File: config.mk
export PLATFORM = sky130hd
export DESIGN_NAME = alu_share_arbiter_flat
export DESIGN_NICKNAME = d
export VERILOG_FILES = /design/src/rtl/alu_share_if.sv /design/src/rtl/alu_share_arbiter.sv /design/src/flat_wrapper.sv
export SDC_FILE = /design/constraint.sdc
export NUM_CORES = 1
export LEC_CHECK = 0
export CAP_MARGIN = 10
export CORE_AREA = 2 2 129 131
export DETAILED_ROUTE_END_ITERATION = 6
export DIE_AREA = 0 0 131 133
export GPL_TIMING_DRIVEN = 0
export PLACE_DENSITY = 0.73
export SYNTH_ARGS = -nofsm -noshare
export SYNTH_HDL_FRONTEND = slang
export SYNTH_SLANG_ARGS = --single-unit
File: constraint.sdc
create_clock -name clk -period 2.98 [get_ports clk]
set_input_delay 0.596 -clock clk [delete_from_list [all_inputs] [get_ports clk]]
set_output_delay 0.596 -clock clk [all_outputs]
set_load 0.02 [all_outputs]
File: src/rtl/alu_share_if.sv
// -----------------------------------------------------------------------------
// alu_share_if
// Request/response bus between two requesters and the shared-ALU arbiter.
//
// Request side (per requester i, packed at [i*W +: W]):
//   req_valid[1:0]  requester -> arbiter  operation offered
//   req_ready[1:0]  arbiter -> requester  operation accepted when valid&ready
//   req_in1/in2     requester -> arbiter  operands, XLEN bits each
//   req_func3       requester -> arbiter  3 bits per requester
//   req_func7       requester -> arbiter  7 bits per requester
// Response side:
//   rsp_valid[1:0]  arbiter -> requester  only the owning bit is ever set
//   rsp_ready[1:0]  requester -> arbiter  response consumed when valid&ready
//   rsp_result      arbiter -> requester  shared result bus
//   rsp_flags       arbiter -> requester  {sign, overflow, cout, zero}
//
// master modport: the requester side. slave modport: the arbiter.
// -----------------------------------------------------------------------------
interface alu_share_if #(
    parameter int XLEN = 32
);
    logic [1:0]        req_valid;
    logic [1:0]        req_ready;
    logic [2*XLEN-1:0] req_in1;
    logic [2*XLEN-1:0] req_in2;
    logic [5:0]        req_func3;
    logic [13:0]       req_func7;
    logic [1:0]        rsp_valid;
    logic [1:0]        rsp_ready;
    logic [XLEN-1:0]   rsp_result;
    logic [3:0]        rsp_flags;

    modport master (
        output req_valid, req_in1, req_in2, req_func3, req_func7, rsp_ready,
        input  req_ready, rsp_valid, rsp_result, rsp_flags
    );

    modport slave (
        input  req_valid, req_in1, req_in2, req_func3, req_func7, rsp_ready,
        output req_ready, rsp_valid, rsp_result, rsp_flags
    );
endinterface

File: src/rtl/alu_share_arbiter.sv
// -----------------------------------------------------------------------------
// alu_share_arbiter
// Shares one combinational ALU between two requesters (0: integer execute,
// 1: address-generation / branch compare). Round-robin arbitration, a
// three-state IDLE -> EXEC -> RESP sequence per operation, registered
// operands toward the ALU and a registered result/flags toward the owner.
//
// Ports:
//   clk            rising-edge clock
//   rst_n          asynchronous active-low reset
//   flush          synchronous abort of the in-flight operation
//   bus            alu_share_if.slave request/response bus
//   alu_in1/in2    registered operands to the ALU
//   alu_func3/7    registered function select to the ALU
//   alu_C          ALU result
//   alu_zero/cout/overflow/sign  ALU flags
//   perf_grant0/1  accepted-request counters per requester
//
// Parameters:
//   XLEN        operand/result width
//   PRIO_RESET  requester holding priority after reset
//
// Optional feature macro: ALU_SHARE_PERF_CNT_EN
//   defined   -> 16-bit saturating grant counters, cleared only by rst_n
//   undefined -> perf_grant0/1 tied to zero
// -----------------------------------------------------------------------------
module alu_share_arbiter #(
    parameter int XLEN       = 32,
    parameter bit PRIO_RESET = 1'b0
) (
    input  logic            clk,
    input  logic            rst_n,
    input  logic            flush,
    alu_share_if.slave      bus,
    output logic [XLEN-1:0] alu_in1,
    output logic [XLEN-1:0] alu_in2,
    output logic [2:0]      alu_func3,
    output logic [6:0]      alu_func7,
    input  logic [XLEN-1:0] alu_C,
    input  logic            alu_zero,
    input  logic            alu_cout,
    input  logic            alu_overflow,
    input  logic            alu_sign,
    output logic [15:0]     perf_grant0,
    output logic [15:0]     perf_grant1
);

    typedef enum logic [1:0] {
        ST_IDLE = 2'd0,
        ST_EXEC = 2'd1,
        ST_RESP = 2'd2
    } state_t;

    state_t          state_q, state_d;
    logic            prio_q, prio_d;
    logic            owner_q, owner_d;
    logic [XLEN-1:0] in1_q, in1_d;
    logic [XLEN-1:0] in2_q, in2_d;
    logic [2:0]      func3_q, func3_d;
    logic [6:0]      func7_q, func7_d;
    logic [XLEN-1:0] result_q, result_d;
    logic [3:0]      flags_q, flags_d;

    // Per-requester views of the packed request fields.
    logic [XLEN-1:0] op_a  [2];
    logic [XLEN-1:0] op_b  [2];
    logic [2:0]      op_f3 [2];
    logic [6:0]      op_f7 [2];

    genvar gi;
    generate
        for (gi = 0; gi < 2; gi++) begin : g_unpack
            assign op_a[gi]  = bus.req_in1[gi*XLEN +: XLEN];
            assign op_b[gi]  = bus.req_in2[gi*XLEN +: XLEN];
            assign op_f3[gi] = bus.req_func3[gi*3 +: 3];
            assign op_f7[gi] = bus.req_func7[gi*7 +: 7];
        end
    endgenerate

    // ------------------------------------------------------------------
    // Combinational grant: a lone requester wins outright, a tie goes to
    // the requester currently holding priority.
    // ------------------------------------------------------------------
    logic grant_any;
    logic grant_idx;

    always_comb begin
        grant_any = 1'b0;
        grant_idx = prio_q;
        case (bus.req_valid)
            2'b01: begin
                grant_any = 1'b1;
                grant_idx = 1'b0;
            end
            2'b10: begin
                grant_any = 1'b1;
                grant_idx = 1'b1;
            end
            2'b11: begin
                grant_any = 1'b1;
                grant_idx = prio_q;
            end
            default: begin
                grant_any = 1'b0;
                grant_idx = prio_q;
            end
        endcase
    end

    // A handshake only happens in IDLE and never while flush is high.
    logic accept;
    assign accept = (state_q == ST_IDLE) && grant_any && !flush;

    // ------------------------------------------------------------------
    // Next-state and datapath register inputs.
    // ------------------------------------------------------------------
    always_comb begin
        state_d  = state_q;
        prio_d   = prio_q;
        owner_d  = owner_q;
        in1_d    = in1_q;
        in2_d    = in2_q;
        func3_d  = func3_q;
        func7_d  = func7_q;
        result_d = result_q;
        flags_d  = flags_q;

        if (flush) begin
            // Abort whatever is in flight; priority is left untouched so a
            // flushed op does not cost the other requester its turn.
            state_d = ST_IDLE;
        end else begin
            case (state_q)
                ST_IDLE: begin
                    if (accept) begin
                        in1_d   = op_a[grant_idx];
                        in2_d   = op_b[grant_idx];
                        func3_d = op_f3[grant_idx];
                        func7_d = op_f7[grant_idx];
                        owner_d = grant_idx;
                        prio_d  = ~grant_idx;
                        state_d = ST_EXEC;
                    end
                end
                ST_EXEC: begin
                    // ALU inputs have been stable for the whole cycle.
                    result_d = alu_C;
                    flags_d  = {alu_sign, alu_overflow, alu_cout, alu_zero};
                    state_d  = ST_RESP;
                end
                ST_RESP: begin
                    // Only the owner's ready bit can retire the response.
                    if (bus.rsp_ready[owner_q]) begin
                        state_d = ST_IDLE;
                    end
                end
                default: begin
                    state_d = ST_IDLE;
                end
            endcase
        end
    end

    always_ff @(posedge clk or negedge rst_n) begin
        if (!rst_n) begin
            state_q  <= ST_IDLE;
            prio_q   <= PRIO_RESET;
            owner_q  <= 1'b0;
            in1_q    <= '0;
            in2_q    <= '0;
            func3_q  <= '0;
            func7_q  <= '0;
            result_q <= '0;
            flags_q  <= '0;
        end else begin
            state_q  <= state_d;
            prio_q   <= prio_d;
            owner_q  <= owner_d;
            in1_q    <= in1_d;
            in2_q    <= in2_d;
            func3_q  <= func3_d;
            func7_q  <= func7_d;
            result_q <= result_d;
            flags_q  <= flags_d;
        end
    end

    // ------------------------------------------------------------------
    // Outputs. req_ready is gated with rst_n so it reads zero while reset
    // is held even though the grant logic itself is combinational.
    // ------------------------------------------------------------------
    assign bus.req_ready  = (accept && rst_n) ? (2'b01 << grant_idx) : 2'b00;
    assign bus.rsp_valid  = (state_q == ST_RESP) ? (2'b01 << owner_q) : 2'b00;
    assign bus.rsp_result = result_q;
    assign bus.rsp_flags  = flags_q;

    assign alu_in1   = in1_q;
    assign alu_in2   = in2_q;
    assign alu_func3 = func3_q;
    assign alu_func7 = func7_q;

    // ------------------------------------------------------------------
    // Optional grant counters.
    // ------------------------------------------------------------------
`ifdef ALU_SHARE_PERF_CNT_EN
    generate
        for (gi = 0; gi < 2; gi++) begin : g_cnt
            logic [15:0] cnt_q, cnt_d;

            always_comb begin
                cnt_d = cnt_q;
                // Counts at acceptance, so an op flushed later still counts.
                if (accept && (grant_idx == gi[0]) && (cnt_q != 16'hFFFF)) begin
                    cnt_d = cnt_q + 16'd1;
                end
            end

            always_ff @(posedge clk or negedge rst_n) begin
                if (!rst_n) begin
                    cnt_q <= '0;
                end else begin
                    cnt_q <= cnt_d;
                end
            end
        end
    endgenerate

    assign perf_grant0 = g_cnt[0].cnt_q;
    assign perf_grant1 = g_cnt[1].cnt_q;
`else
    assign perf_grant0 = 16'h0000;
    assign perf_grant1 = 16'h0000;
`endif

    // ------------------------------------------------------------------
    // Structural invariants.
    // ------------------------------------------------------------------
    a_req_ready_onehot: assert property (@(posedge clk) disable iff (!rst_n)
        $onehot0(bus.req_ready));
    a_rsp_valid_onehot: assert property (@(posedge clk) disable iff (!rst_n)
        $onehot0(bus.rsp_valid));
    a_no_grant_busy: assert property (@(posedge clk) disable iff (!rst_n)
        (state_q != ST_IDLE) |-> (bus.req_ready == 2'b00));

endmodule

File: src/flat_wrapper.sv
// flat-port wrapper written by rule: the top's interface ports become plain ports
module alu_share_arbiter_flat 
#(
    parameter int XLEN       = 32,
    parameter bit PRIO_RESET = 1'b0
)
  (clk, rst_n, flush, alu_in1, alu_in2, alu_func3, alu_func7, alu_C, alu_zero, alu_cout, alu_overflow, alu_sign, perf_grant0, perf_grant1, bus_req_valid, bus_req_in1, bus_req_in2, bus_req_func3, bus_req_func7, bus_rsp_ready, bus_req_ready, bus_rsp_valid, bus_rsp_result, bus_rsp_flags);
  alu_share_if #(.XLEN(XLEN)) bus_i ();
  input  logic clk;
  input  logic rst_n;
  input  logic flush;
  output logic [XLEN-1:0] alu_in1;
  output logic [XLEN-1:0] alu_in2;
  output logic [2:0] alu_func3;
  output logic [6:0] alu_func7;
  input  logic [XLEN-1:0] alu_C;
  input  logic alu_zero;
  input  logic alu_cout;
  input  logic alu_overflow;
  input  logic alu_sign;
  output logic [15:0] perf_grant0;
  output logic [15:0] perf_grant1;
  input wire logic [$bits(bus_i.req_valid)-1:0] bus_req_valid;
  input wire logic [$bits(bus_i.req_in1)-1:0] bus_req_in1;
  input wire logic [$bits(bus_i.req_in2)-1:0] bus_req_in2;
  input wire logic [$bits(bus_i.req_func3)-1:0] bus_req_func3;
  input wire logic [$bits(bus_i.req_func7)-1:0] bus_req_func7;
  input wire logic [$bits(bus_i.rsp_ready)-1:0] bus_rsp_ready;
  output wire logic [$bits(bus_i.req_ready)-1:0] bus_req_ready;
  output wire logic [$bits(bus_i.rsp_valid)-1:0] bus_rsp_valid;
  output wire logic [$bits(bus_i.rsp_result)-1:0] bus_rsp_result;
  output wire logic [$bits(bus_i.rsp_flags)-1:0] bus_rsp_flags;
  assign bus_i.req_valid = bus_req_valid;
  assign bus_i.req_in1 = bus_req_in1;
  assign bus_i.req_in2 = bus_req_in2;
  assign bus_i.req_func3 = bus_req_func3;
  assign bus_i.req_func7 = bus_req_func7;
  assign bus_i.rsp_ready = bus_rsp_ready;
  assign bus_req_ready = bus_i.req_ready;
  assign bus_rsp_valid = bus_i.rsp_valid;
  assign bus_rsp_result = bus_i.rsp_result;
  assign bus_rsp_flags = bus_i.rsp_flags;
  alu_share_arbiter #(.XLEN(XLEN), .PRIO_RESET(PRIO_RESET)) u_core (.clk(clk), .rst_n(rst_n), .flush(flush), .bus(bus_i), .alu_in1(alu_in1), .alu_in2(alu_in2), .alu_func3(alu_func3), .alu_func7(alu_func7), .alu_C(alu_C), .alu_zero(alu_zero), .alu_cout(alu_cout), .alu_overflow(alu_overflow), .alu_sign(alu_sign), .perf_grant0(perf_grant0), .perf_grant1(perf_grant1));
endmodule
==> impl_metrics.sql, run 1 <==
INSERT INTO impl_metrics (metric_group, metric, value, unit) VALUES
('status', 'status', 'completed', ''),
('floorplanning', 'floorplan.core_area', '16170', 'um^2'),
('sta', 'final_min_period_over_clock_period', '95.97', '%'),
('grt', 'grt_overflow_total', '0', ''),
('min_path', 'hold_path.class', 'input pin to asynchronous set/reset pin', ''),
('route', 'via_count', '4589', ''),
('floorplanning', 'floorplan.die.width', '131', 'um'),
('sta', 'finalHoldViolations', '0', ''),
('synthesis', 'synth.avg_cell_area', '11.43', 'um^2'),
('floorplanning', 'floorplan.initialDensity', '32.02', '%'),
('sta', 'grt_setup_unrepaired', 'no', ''),
('layout', 'finish.net_count', '1006', ''),
('cts', 'clk_pin_slew_worst_paths', '0.06', 'ns'),
('synthesis', 'yosysWarningCount', '0', ''),
('sta', 'setup_ws', '0.1202', 'ns'),
('setup_path', 'worstPathMaxFanout', '4', ''),
('layout', 'area_of_all_sequential_standard_cells', '2853', 'um^2'),
('setup_path', 'reg2regPathDepth', '5', ''),
('cts', 'max-clock-path-buffers', '2', ''),
('setup_path', 'critPathRequiredTime', '2.38', 'ns'),
('layout', 'syn_to_final_growth', '79.71', '%'),
('grt', 'largest_net_degree_at_the_start_of_global_routing', '92', ''),
('layout', 'multiInputGateArea', '2061', 'um^2'),
('setup_path', 'cp_data_arrival_time', '2.26', 'ns'),
('power_and_ir_drop', 'p_leak', '4.133', 'nW'),
('layout', 'final_layout_size_suffix_gt1_share', '15.88', '%'),
('synthesis', 'post-synth-top-area-cell', 'dfrtp_1', ''),
('power_and_ir_drop', 'pwr_density_cell', '786.8', 'nW/um^2'),
('sta', 'slew-limit-headroom', '64.77', '%'),
('route', 'routed_wirelength', '16310', 'um'),
('route', 'post_detailed_route_count_of_antenna_violating_nets', '0', ''),
('synthesis', 'synth_enable_flop_cells', '0', ''),
('floorplanning', 'floorplan_row_count', '47', ''),
('cts', 'clock-root-buffer', 'clkbuf_16', ''),
('synthesis', 'synth-seq-area-share', '55.09', '%'),
('synthesis', 'netlist_top_cells_count', '114 x dfrtp_1, 76 x a21oi_1, 76 x nor2_1', ''),
('cts', 'clock_tree_from_tritoncts', 'yes', ''),
('sta', 'setup_viol_count_final', '0', ''),
('floorplanning', 'chipHeight', '133', 'um'),
('synthesis', 'synth.distinct_cells', '21', ''),
('layout', 'finalInstanceArea', '9306', 'um^2'),
('layout', 'layoutNonFillerInstCount', '1046', ''),
('setup_path', 'reg2reg_from', 'u_core.prio_q', ''),
('sta', 'worst_pin_slew', '0.5284', 'ns'),
('grt', 'track_usage', '18.94', '%'),
('synthesis', 'synthMostInstantiatedCell', 'dfrtp_1', ''),
('route', 'first_iter_violations', '156', ''),
('sta', 'setup_total_negative_slack', '0', 'ns'),
('sta', 'time_the_final_worst_path_needs_with_i_o_delays_and_setup', '2.860', 'ns'),
('grt', 'grt_antenna_before_repair', '1', ''),
('synthesis', 'dominantRegCellSynth', 'dfrtp_1', ''),
('synthesis', 'synth.top_cells.by_area', 'dfrtp_1 55%, mux2i_1 14%, mux2_2 8.0%, a21oi_1 7.3%, nor2_1 5.5%', ''),
('floorplanning', 'io_pins', '337', ''),
('route', 'avgViaCountPerCell', '4.387', ''),
('placement', 'gp_routability_congestion', '0.8045', ''),
('placement', 'dpl_cell_area', '8642', 'um^2'),
('power_and_ir_drop', 'vdd_drop_max', '0.3670', 'mV'),
('grt', 'grt_first_pass_wirelength', '25050', 'um'),
('placement', 'dp_hpwl', '12490', 'um'),
('sta', 'max_freq', '0.3497', 'GHz'),
('synthesis', 'synth_area', '5179', 'um^2'),
('layout', 'fill_cell_total_of_the_finished_layout', '1413', ''),
('sta', 'timing.clock.skew', '0.005945', 'ns'),
('job', 'drv_cap', '0', ''),
('synthesis', 'synth.top_cell.area_share', '55.09', '%'),
('sta', 'timing.final.max_slew_violations', '0', ''),
('synthesis', 'synth_cells', '453', ''),
('cts', 'cts.htree.levels', '4', ''),
('synthesis', 'proportion_of_register_bits_with_asynchronous_set_or_reset_after_synthesis', '100.0', '%'),
('synthesis', 'postSynthRegisterBits', '114', ''),
('setup_path', 'setup.worst_path.start_class', 'input pin', '');
flip-flops by register name, indices dropped and copies added, names as in the netlist:
name,count
u_core.bus.rsp_flags,4
u_core.alu_in1,32
u_core.bus.rsp_result,32
u_core.alu_in2,32
u_core.alu_func3,3
u_core.alu_func7,7
u_core.owner_q,1
u_core.state_q,2
u_core.prio_q,1
worst max-delay path, stage by stage:
cell and delay [ns]:
clkdlybuf4s50_1 0.49, inv_1 0.06, ha_1 0.33, mux2i_4 0.32, buf_12 0.14, and3_1 0.15
buf_2 0.18
kinds of logic (layout without fill, tap and decap cells):
family	count (synthesis)	after routing	synth area share (%)
muxes	113	113	22.81
DFF	114	114	55.09
buffers and inverters	63	404	7.659
adders and majority gates	2	2	0.4831
AOI/OAI and AO/OA	76	76	7.345
and+or+nand+nor	84	84	6.548
other	1	33	0.07241
cell usage in the layout, fill, tap and decap left out:
cell / netlist / layout
nor3b_1: 2 / 2
buf_6: 1 / 3
buf_4: 34 / 40
nor2_1: 76 / 76
clkdlybuf4s50_1: 0 / 301
diode_2: 0 / 1
clkbuf_16: 0 / 17
nor4_2: 0 / 1
buf_12: 0 / 1
conb_1: 1 / 32
ha_1: 2 / 2
mux2_2: 37 / 37
buf_2: 20 / 18
clkinv_4: 0 / 1
dfrtp_1: 114 / 114
and3b_1: 1 / 1
clkbuf_8: 0 / 2
clkbuf_1: 2 / 5
bufinv_16: 0 / 3
a21oi_1: 76 / 76
buf_16: 0 / 1
nand2b_1: 1 / 1
nand2_1: 1 / 1
buf_1: 4 / 4
clkbuf_2: 0 / 1
mux2i_4: 0 / 1
clkinv_2: 0 / 2
clkinvlp_4: 0 / 3
and3_1: 1 / 1
inv_1: 2 / 2
mux2i_1: 75 / 75
nand3b_1: 1 / 1
final cells by class:
type                    instances  area share [%]
clock inverters                 9           1.412
plain buffers                  60           4.356
diodes                          1         0.02689
multi-input cells             307           22.14
inverters                       2         0.08067
repair buffers                311           33.38
flip-flops and latches        114           30.65
well taps                     220           2.958
clock buffers                  22           4.988
final timing paths:
check	end	slack, ns
max in group asynchronous	u_core.alu_in1[26]	2.17
min in group clk	u_core.bus.rsp_result[0]	0.50
hold / removal	u_core.bus.rsp_result[6]	0.05
hold reg to reg	u_core.bus.rsp_result[0]	0.50
setup reg to reg	u_core.alu_in2[4]	1.19
setup / recovery	bus_req_ready[0]	0.12
layer usage:
| metal | up-vias | GRT usage (%) | wire length (um) |
|---|---|---|---|
| li1 | 2204 | - | - |
| met1 | 2136 | 20.78 | 6082 |
| met2 | 217 | 32.64 | 8158 |
| met3 | 32 | 7.198 | 1675 |
| met4 | 0 | 7.565 | 397 |
| met5 | - | 0 | 0 |
report_power, final:
part | internal, mW | leakage (nW) | switching [mW] | total (mW)
Sequential | 2.01 | 1.28 | 0.253 | 2.27
Clock | 1.35 | 0.282 | 0.693 | 2.04
Combinational | 1.55 | 2.57 | 1.46 | 3.01
Total | 4.91 | 4.13 | 2.41 | 7.32
metrics by stage:
step           utilization (%)  hold WS [ns]
3_3_place_gp             53.26        0.4884
3_5_place_dp             53.44        0.4759
5_1_grt                  57.53       0.04986
2_1_floorplan                -        0.3004
6_report                 57.55       0.05003
4_1_cts                  57.49       0.03600
what timing repair did:
item / 4_1_cts / 5_1_grt
setup buffers: 5 / 1
endpoints found under the setup margin: 2 / 2
gates cloned: 0 / 0
hold buffers: 0 / 0
gates resized for setup: 11 / 5
No activity file was read; power rests on OpenSTA's default activity.
==> inputs of run 2 (changes only) <==
CTS_CLUSTER_SIZE = 12   (was unset)
==> results of run 2 <==
No change in the layout: final DEF, timing and power equal those of run 1.
